==> src/rtl/apb_arb_pkg.sv <==
// Shared types for the two-requester APB arbiter.
// Latency: n/a (types and a pure function only).
// Backpressure: n/a.
package apb_arb_pkg;

    localparam int NB_REQ = 2;

    typedef enum logic [1:0] {
        ARB_IDLE   = 2'd0,
        ARB_SETUP  = 2'd1,
        ARB_ACCESS = 2'd2
    } arb_state_t;

    // Round-robin pick: on a tie the requester that did not own the last transfer wins.
    function automatic logic pick_winner(input logic req0, input logic req1, input logic last_grant);
        logic win;
        win = (req0 && req1) ? ~last_grant : req1;
        return win;
    endfunction

endpackage

==> src/rtl/apb_arb_timeout.sv <==
// ACCESS-phase watchdog: clears while in SETUP, counts ACCESS cycles, flags the limit cycle.
// Latency: expire_o is combinational, asserted on ACCESS cycle TIMEOUT_CYCLES.
// Backpressure: none; the arbiter decides what an expiry means.
module apb_arb_timeout
    import apb_arb_pkg::*;
#(
    parameter int TIMEOUT_CYCLES = 1024
) (
    input  logic clk_i,
    input  logic rst_ni,
    input  logic clr_i,
    input  logic en_i,
    output logic expire_o
);

    localparam int CW = $clog2(TIMEOUT_CYCLES + 1);

    logic [CW-1:0] cnt_q;
    logic [CW-1:0] cnt_d;

    assign expire_o = en_i && (cnt_q == CW'(TIMEOUT_CYCLES - 1));

    always_comb begin
        cnt_d = cnt_q;
        if (clr_i) begin
            cnt_d = '0;
        end else if (en_i && !expire_o) begin
            cnt_d = cnt_q + 1'b1;
        end
    end

    always_ff @(posedge clk_i or negedge rst_ni) begin
        if (!rst_ni) begin
            cnt_q <= '0;
        end else begin
            cnt_q <= cnt_d;
        end
    end

endmodule

==> src/rtl/apb_periph_arbiter.sv <==
// Shares one APB master port between s0 and s1, round-robin, one transfer in flight (optional watchdog: APB_ARB_TIMEOUT_EN).
// Latency: request psel in cycle 0 -> SETUP cycle 1 -> earliest pready cycle 2; one IDLE bubble between transfers.
// Backpressure: losing requester keeps psel pending; ACCESS holds until m_pready_i (or watchdog expiry).
module apb_periph_arbiter
    import apb_arb_pkg::*;
#(
    parameter int APB_ADDR_WIDTH = 32,
    parameter int APB_DATA_WIDTH = 32,
    parameter int TIMEOUT_CYCLES = 1024
) (
    input  logic                      clk_i,
    input  logic                      rst_ni,
    input  logic [APB_ADDR_WIDTH-1:0] s0_paddr_i,
    input  logic [APB_DATA_WIDTH-1:0] s0_pwdata_i,
    input  logic                      s0_pwrite_i,
    input  logic                      s0_psel_i,
    input  logic                      s0_penable_i,
    output logic [APB_DATA_WIDTH-1:0] s0_prdata_o,
    output logic                      s0_pready_o,
    output logic                      s0_pslverr_o,
    input  logic [APB_ADDR_WIDTH-1:0] s1_paddr_i,
    input  logic [APB_DATA_WIDTH-1:0] s1_pwdata_i,
    input  logic                      s1_pwrite_i,
    input  logic                      s1_psel_i,
    input  logic                      s1_penable_i,
    output logic [APB_DATA_WIDTH-1:0] s1_prdata_o,
    output logic                      s1_pready_o,
    output logic                      s1_pslverr_o,
    output logic [APB_ADDR_WIDTH-1:0] m_paddr_o,
    output logic [APB_DATA_WIDTH-1:0] m_pwdata_o,
    output logic                      m_pwrite_o,
    output logic                      m_psel_o,
    output logic                      m_penable_o,
    input  logic [APB_DATA_WIDTH-1:0] m_prdata_i,
    input  logic                      m_pready_i,
    input  logic                      m_pslverr_i,
    output logic                      grant_o,
    output logic                      busy_o
);

    arb_state_t                state_q, state_d;
    logic                      grant_q, grant_d;
    logic                      last_grant_q, last_grant_d;
    logic [APB_ADDR_WIDTH-1:0] paddr_q, paddr_d;
    logic [APB_DATA_WIDTH-1:0] pwdata_q, pwdata_d;
    logic                      pwrite_q, pwrite_d;

    logic                      winner;
    logic                      expire;
    logic                      xfer_done;
    logic                      owner_psel;
    logic                      rsp_vld;
    logic [APB_DATA_WIDTH-1:0] rsp_dat;
    logic                      rsp_err;
    logic                      unused_penable;

    // Requester-side penable carries no information the arbiter needs.
    assign unused_penable = s0_penable_i ^ s1_penable_i;

`ifdef APB_ARB_TIMEOUT_EN
    apb_arb_timeout #(
        .TIMEOUT_CYCLES(TIMEOUT_CYCLES)
    ) u_timeout (
        .clk_i    (clk_i),
        .rst_ni   (rst_ni),
        .clr_i    (state_q == ARB_SETUP),
        .en_i     (state_q == ARB_ACCESS),
        .expire_o (expire)
    );
`else
    localparam int unused_timeout_cycles = TIMEOUT_CYCLES;
    assign expire = 1'b0;
`endif

    assign winner    = pick_winner(s0_psel_i, s1_psel_i, last_grant_q);
    assign xfer_done = (state_q == ARB_ACCESS) && (m_pready_i || expire);

    always_comb begin
        state_d      = state_q;
        grant_d      = grant_q;
        last_grant_d = last_grant_q;
        paddr_d      = paddr_q;
        pwdata_d     = pwdata_q;
        pwrite_d     = pwrite_q;
        case (state_q)
            ARB_IDLE: begin
                if (s0_psel_i || s1_psel_i) begin
                    grant_d  = winner;
                    paddr_d  = winner ? s1_paddr_i  : s0_paddr_i;
                    pwdata_d = winner ? s1_pwdata_i : s0_pwdata_i;
                    pwrite_d = winner ? s1_pwrite_i : s0_pwrite_i;
                    state_d  = ARB_SETUP;
                end
            end
            ARB_SETUP: begin
                state_d = ARB_ACCESS;
            end
            ARB_ACCESS: begin
                if (xfer_done) begin
                    last_grant_d = grant_q;
                    state_d      = ARB_IDLE;
                end
            end
            default: begin
                state_d = ARB_IDLE;
            end
        endcase
    end

    always_ff @(posedge clk_i or negedge rst_ni) begin
        if (!rst_ni) begin
            state_q      <= ARB_IDLE;
            grant_q      <= 1'b0;
            last_grant_q <= 1'b1;
            paddr_q      <= '0;
            pwdata_q     <= '0;
            pwrite_q     <= 1'b0;
        end else begin
            state_q      <= state_d;
            grant_q      <= grant_d;
            last_grant_q <= last_grant_d;
            paddr_q      <= paddr_d;
            pwdata_q     <= pwdata_d;
            pwrite_q     <= pwrite_d;
        end
    end

    assign m_psel_o    = (state_q == ARB_SETUP) || (state_q == ARB_ACCESS);
    assign m_penable_o = (state_q == ARB_ACCESS);
    assign m_paddr_o   = paddr_q;
    assign m_pwdata_o  = pwdata_q;
    assign m_pwrite_o  = pwrite_q;
    assign busy_o      = m_psel_o;
    assign grant_o     = grant_q;

    // An owner that dropped psel mid-transfer gets no response; the bus cycle still finishes.
    assign owner_psel = grant_q ? s1_psel_i : s0_psel_i;
    assign rsp_vld    = xfer_done && owner_psel;
    assign rsp_dat    = m_pready_i ? m_prdata_i : '0;
    assign rsp_err    = m_pready_i ? m_pslverr_i : 1'b1;

    assign s0_pready_o  = rsp_vld && !grant_q;
    assign s0_prdata_o  = s0_pready_o ? rsp_dat : '0;
    assign s0_pslverr_o = s0_pready_o && rsp_err;
    assign s1_pready_o  = rsp_vld && grant_q;
    assign s1_prdata_o  = s1_pready_o ? rsp_dat : '0;
    assign s1_pslverr_o = s1_pready_o && rsp_err;

endmodule
==> config.mk <==
export PLATFORM = sky130hd
export DESIGN_NAME = apb_periph_arbiter
export DESIGN_NICKNAME = d
export VERILOG_FILES = /design/src/rtl/apb_arb_pkg.sv /design/src/rtl/apb_arb_timeout.sv /design/src/rtl/apb_periph_arbiter.sv
export SDC_FILE = /design/constraint.sdc
export NUM_CORES = 1
export LEC_CHECK = 0
export ABC_CLOCK_PERIOD_IN_PS = 2800
export BUFFER_PORTS_ARGS = -buffer_cell sky130_fd_sc_hd__buf_2
export CORE_AREA = 2 2 118 120
export CTS_BUF_LIST = sky130_fd_sc_hd__clkbuf_16
export CTS_CLUSTER_SIZE = 28
export DETAILED_ROUTE_END_ITERATION = 6
export DIE_AREA = 0 0 120 122
export GPL_ROUTABILITY_DRIVEN = 0
export RECOVER_POWER = 25
export SLEW_MARGIN = 10
export SYNTH_ARGS = -nofsm -noshare
export SYNTH_HDL_FRONTEND = slang
export SYNTH_SLANG_ARGS = --single-unit
==> constraint.sdc <==
create_clock -name clk_i -period 2.8 [get_ports clk_i]
set_input_delay 0.7 -clock clk_i [delete_from_list [all_inputs] [get_ports clk_i]]
set_output_delay 0.7 -clock clk_i [all_outputs]
set_load 0.1 [all_outputs]
==> out/metrics.yaml <==
outcome: "finished, violations left"
violations: "capacitance limit, slew limit"
finish.net_count: 915
clock-root-buffer: "clkbuf_16"
clockBufferDepth: 2
yosysTopAreaCell: "dfrtp_1"
gr-usage-all-layers_pct: 19.71
ys_warn_count: 0
start_kind: "flip-flop"
die_h_um: 122
skew_ns: 0.01655
grt_max_degree: 36
routed_wl_um: 14650
end_kind: "output port"
synth_cells: 451
ys_types: 24
drc: 0
max_freq_mhz: 375.7
leakage_nw: 3.303
switching_share_pct: 62.98
cts.sinks: 69
critPathMaxFanout: 34
finalHoldViolCount: 0
irDropWorstVdd_v: 0.001000
grt_pass1_vias: 4108
io_pins: 307
rsz0062_at_grt: "no"
clk_latency_ns: 0.33
seq_area_frac_synth_pct: 43.54
hold_path_depth: 2
multi_input_area_um2: 2142
place_ws_ns: 0.2841
vias: 4185
cts_inserted_buffers: 9
fin_ws_ns: 0.1381
critPathCapture: "s0_prdata_o[14]"
floorplan.core_area_um2: 13500
die_width_um: 120
ant_nets: 0
synth_seq_cells: 69
slew_headroom_pct: -33.06
powerDensity_nw_per_um2: 1386
synth_edf_count: 0
cp.arrival_ns: 1.96
cts_tree: "done"
r2r_setup_slack_ns: 1.18
async_reset_ff_share_pct: 100.0
power_switching_w: 0.006198
startpoint: "state_q[0]"
worstSetupPathType: "flip-flop to output port"
drive_gt1_share_pct: 64.52
fp.dieArea_um2: 14640
io_buffers: 304
grt_pass1_wl_um: 22400
layout.area.seq_um2: 1729
via_per_inst: 4.510
period_minus_slack_ns: 2.662
final.period_utilization_pct: 95.07
p_comb_share_pct: 68.7
synth_nets: 624
area_growth_pct: 78.85
crit_required_ns: 2.10
r2r-start: "state_q[0]"
reg2reg_to: "m_paddr_o[15]"
finalSetupViolCount: 0
clock_power_share_pct: 13.4
antenna_found_initial: 1
syn-mean-instance-area_um2: 8.800
rows: 43
max_cap_viol_count: 1
synth.cell_area_um2: 3969
synthFlopType: "dfrtp_1"
overflow: 0
ys_top_cells_by_area: "dfrtp_1 (43%), a21oi_2 (18%), and2_1 (10%), a21oi_1 (6.4%), nand2_1 (6.3%)"
htreeDepth: 3
post_cts_resized: 0
power_frac_seq_pct: 17.9
routedWlPerCell_um: 15.79
r2r_cells: 6
hp-class: "flip-flop to flip-flop"
num-fill-cells: 1291
initialDrtViolationCount: 217
hpwl_um: 11370
slew_viol_final: 35
initial_core_util_pct: 29.39
drtPass1Iterations: 5
yosysTopAreaCellShare_pct: 42.88
worstMarginPinSlew_ns: 1.996
cts.clk_slew.worst_paths_ns: 0.06
final_util_pct: 52.56
p_int_w: 0.003643
[layout make-up]
| cell class | count | share of cell area (%) |
|---|---|---|
| antenna | 1 | 0.03525 |
| inverter | 2 | 0.1058 |
| multi-input combinational | 345 | 30.18 |
| clock inverter | 7 | 1.692 |
| timing repair buffer | 315 | 37.28 |
| sequential | 69 | 24.36 |
| tap | 180 | 3.173 |
| clock buffer | 9 | 3.173 |
[state kept, by name (all words and copies together) (netlist names)]
name	cells
m_paddr_o	32
grant_o	1
m_pwrite_o	1
last_grant_q	1
state_q	2
m_pwdata_o	32
[power groups by stage]
stage	Clock (W)	Sequential, W	Combinational, W
2_1_floorplan	0	0.00527	0.00210
3_3_place_gp	0	0.00176	0.00680
3_5_place_dp	0	0.00178	0.00682
4_1_cts	0.00134	0.00177	0.00682
5_1_grt	0.00139	0.00184	0.00708
6_report	0.00132	0.00176	0.00676
[placed cells by master (no fill, tap or decap), types with 3 or more instances in the layout]
cell type    n
dfrtp_1     67
nor2_1      67
and2_4      18
bufinv_16    3
buf_2      236
buf_12      70
a21oi_2     80
and2_1       3
buf_4        8
clkbuf_16    9
and2_2      44
a21oi_1     51
nand2_1     67
[cell families (layout without fill, tap and decap cells)]
group,after synthesis,after routing,synth area share [%]
compound gates,137,137,25.41
other cells,0,1,0
simple gates,203,203,23.68
buf+inv,37,333,5.864
fa+ha+maj,3,3,0.9459
flops,69,69,43.54
mux,2,2,0.5674
[worst max-delay path: stages, from the launching register on]
cell and delay (ns):
dfrtp_1 0.38, inv_1 0.14, ha_4 0.15, nand2_1 0.12, nor3b_2 0.25, buf_12 0.22, and2_2 0.20, buf_12 0.18
[metrics by stage]
| stage | hold WS [ns] | cell area, um2 | total power [W] | TNS, ns | std cells |
|---|---|---|---|---|---|
| 6_report | 0.5044 | 7098 | 0.009841 | 0 | 928 |
| 3_5_place_dp | 0.4980 | 6754 | 0.008604 | 0 | 911 |
| 5_1_grt | 0.5275 | 7098 | 0.01031 | 0 | 928 |
| 2_1_floorplan | 0.4044 | 4093 | 0.007373 | -0.1657 | 451 |
| 4_1_cts | 0.3347 | 7099 | 0.009938 | 0 | 927 |
| 3_3_place_gp | 0.4929 | 6754 | 0.008558 | 0 | 911 |
[cell usage after synthesis, types with 2 or more instances]
| master | count |
|---|---|
| a21oi_1 | 51 |
| nor2_1 | 67 |
| dfrtp_1 | 68 |
| inv_1 | 2 |
| nand2_1 | 67 |
| mux2_2 | 2 |
| buf_2 | 21 |
| a21oi_2 | 80 |
| buf_4 | 4 |
| ha_1 | 3 |
| nor2b_1 | 2 |
| buf_8 | 4 |
| and2_1 | 65 |
| clkbuf_1 | 5 |
[repair_timing]
action,CTS,global route
hold buffers,0,0
buffers inserted,0,0
endpoints found under the setup margin,0,1
[worst min-delay path by stage]
stage	startpoint	endpoint	slack, ns
after detailed placement	m_pwdata_o[24]	m_pwdata_o[24]	0.50
after global routing	m_paddr_o[24]	m_paddr_o[24]	0.53
after floorplan	rst_ni	grant_o	0.40
final	m_pwdata_o[21]	m_pwdata_o[21]	0.50
after global placement	m_pwdata_o[12]	m_pwdata_o[12]	0.49
after CTS	rst_ni	m_paddr_o[20]	0.33
[per-layer routing]
layer	GRT usage, %	vias to the layer above	wire length, um	share of wire (%)
met5	0	-	0	0
met4	5.882	0	286	2.0
met3	5.946	17	1195	8.2
met2	34.91	188	7404	51
met1	22.94	1923	5768	39
li1	-	2057	-	-
Note: power is estimated with default switching activity, not from simulation.
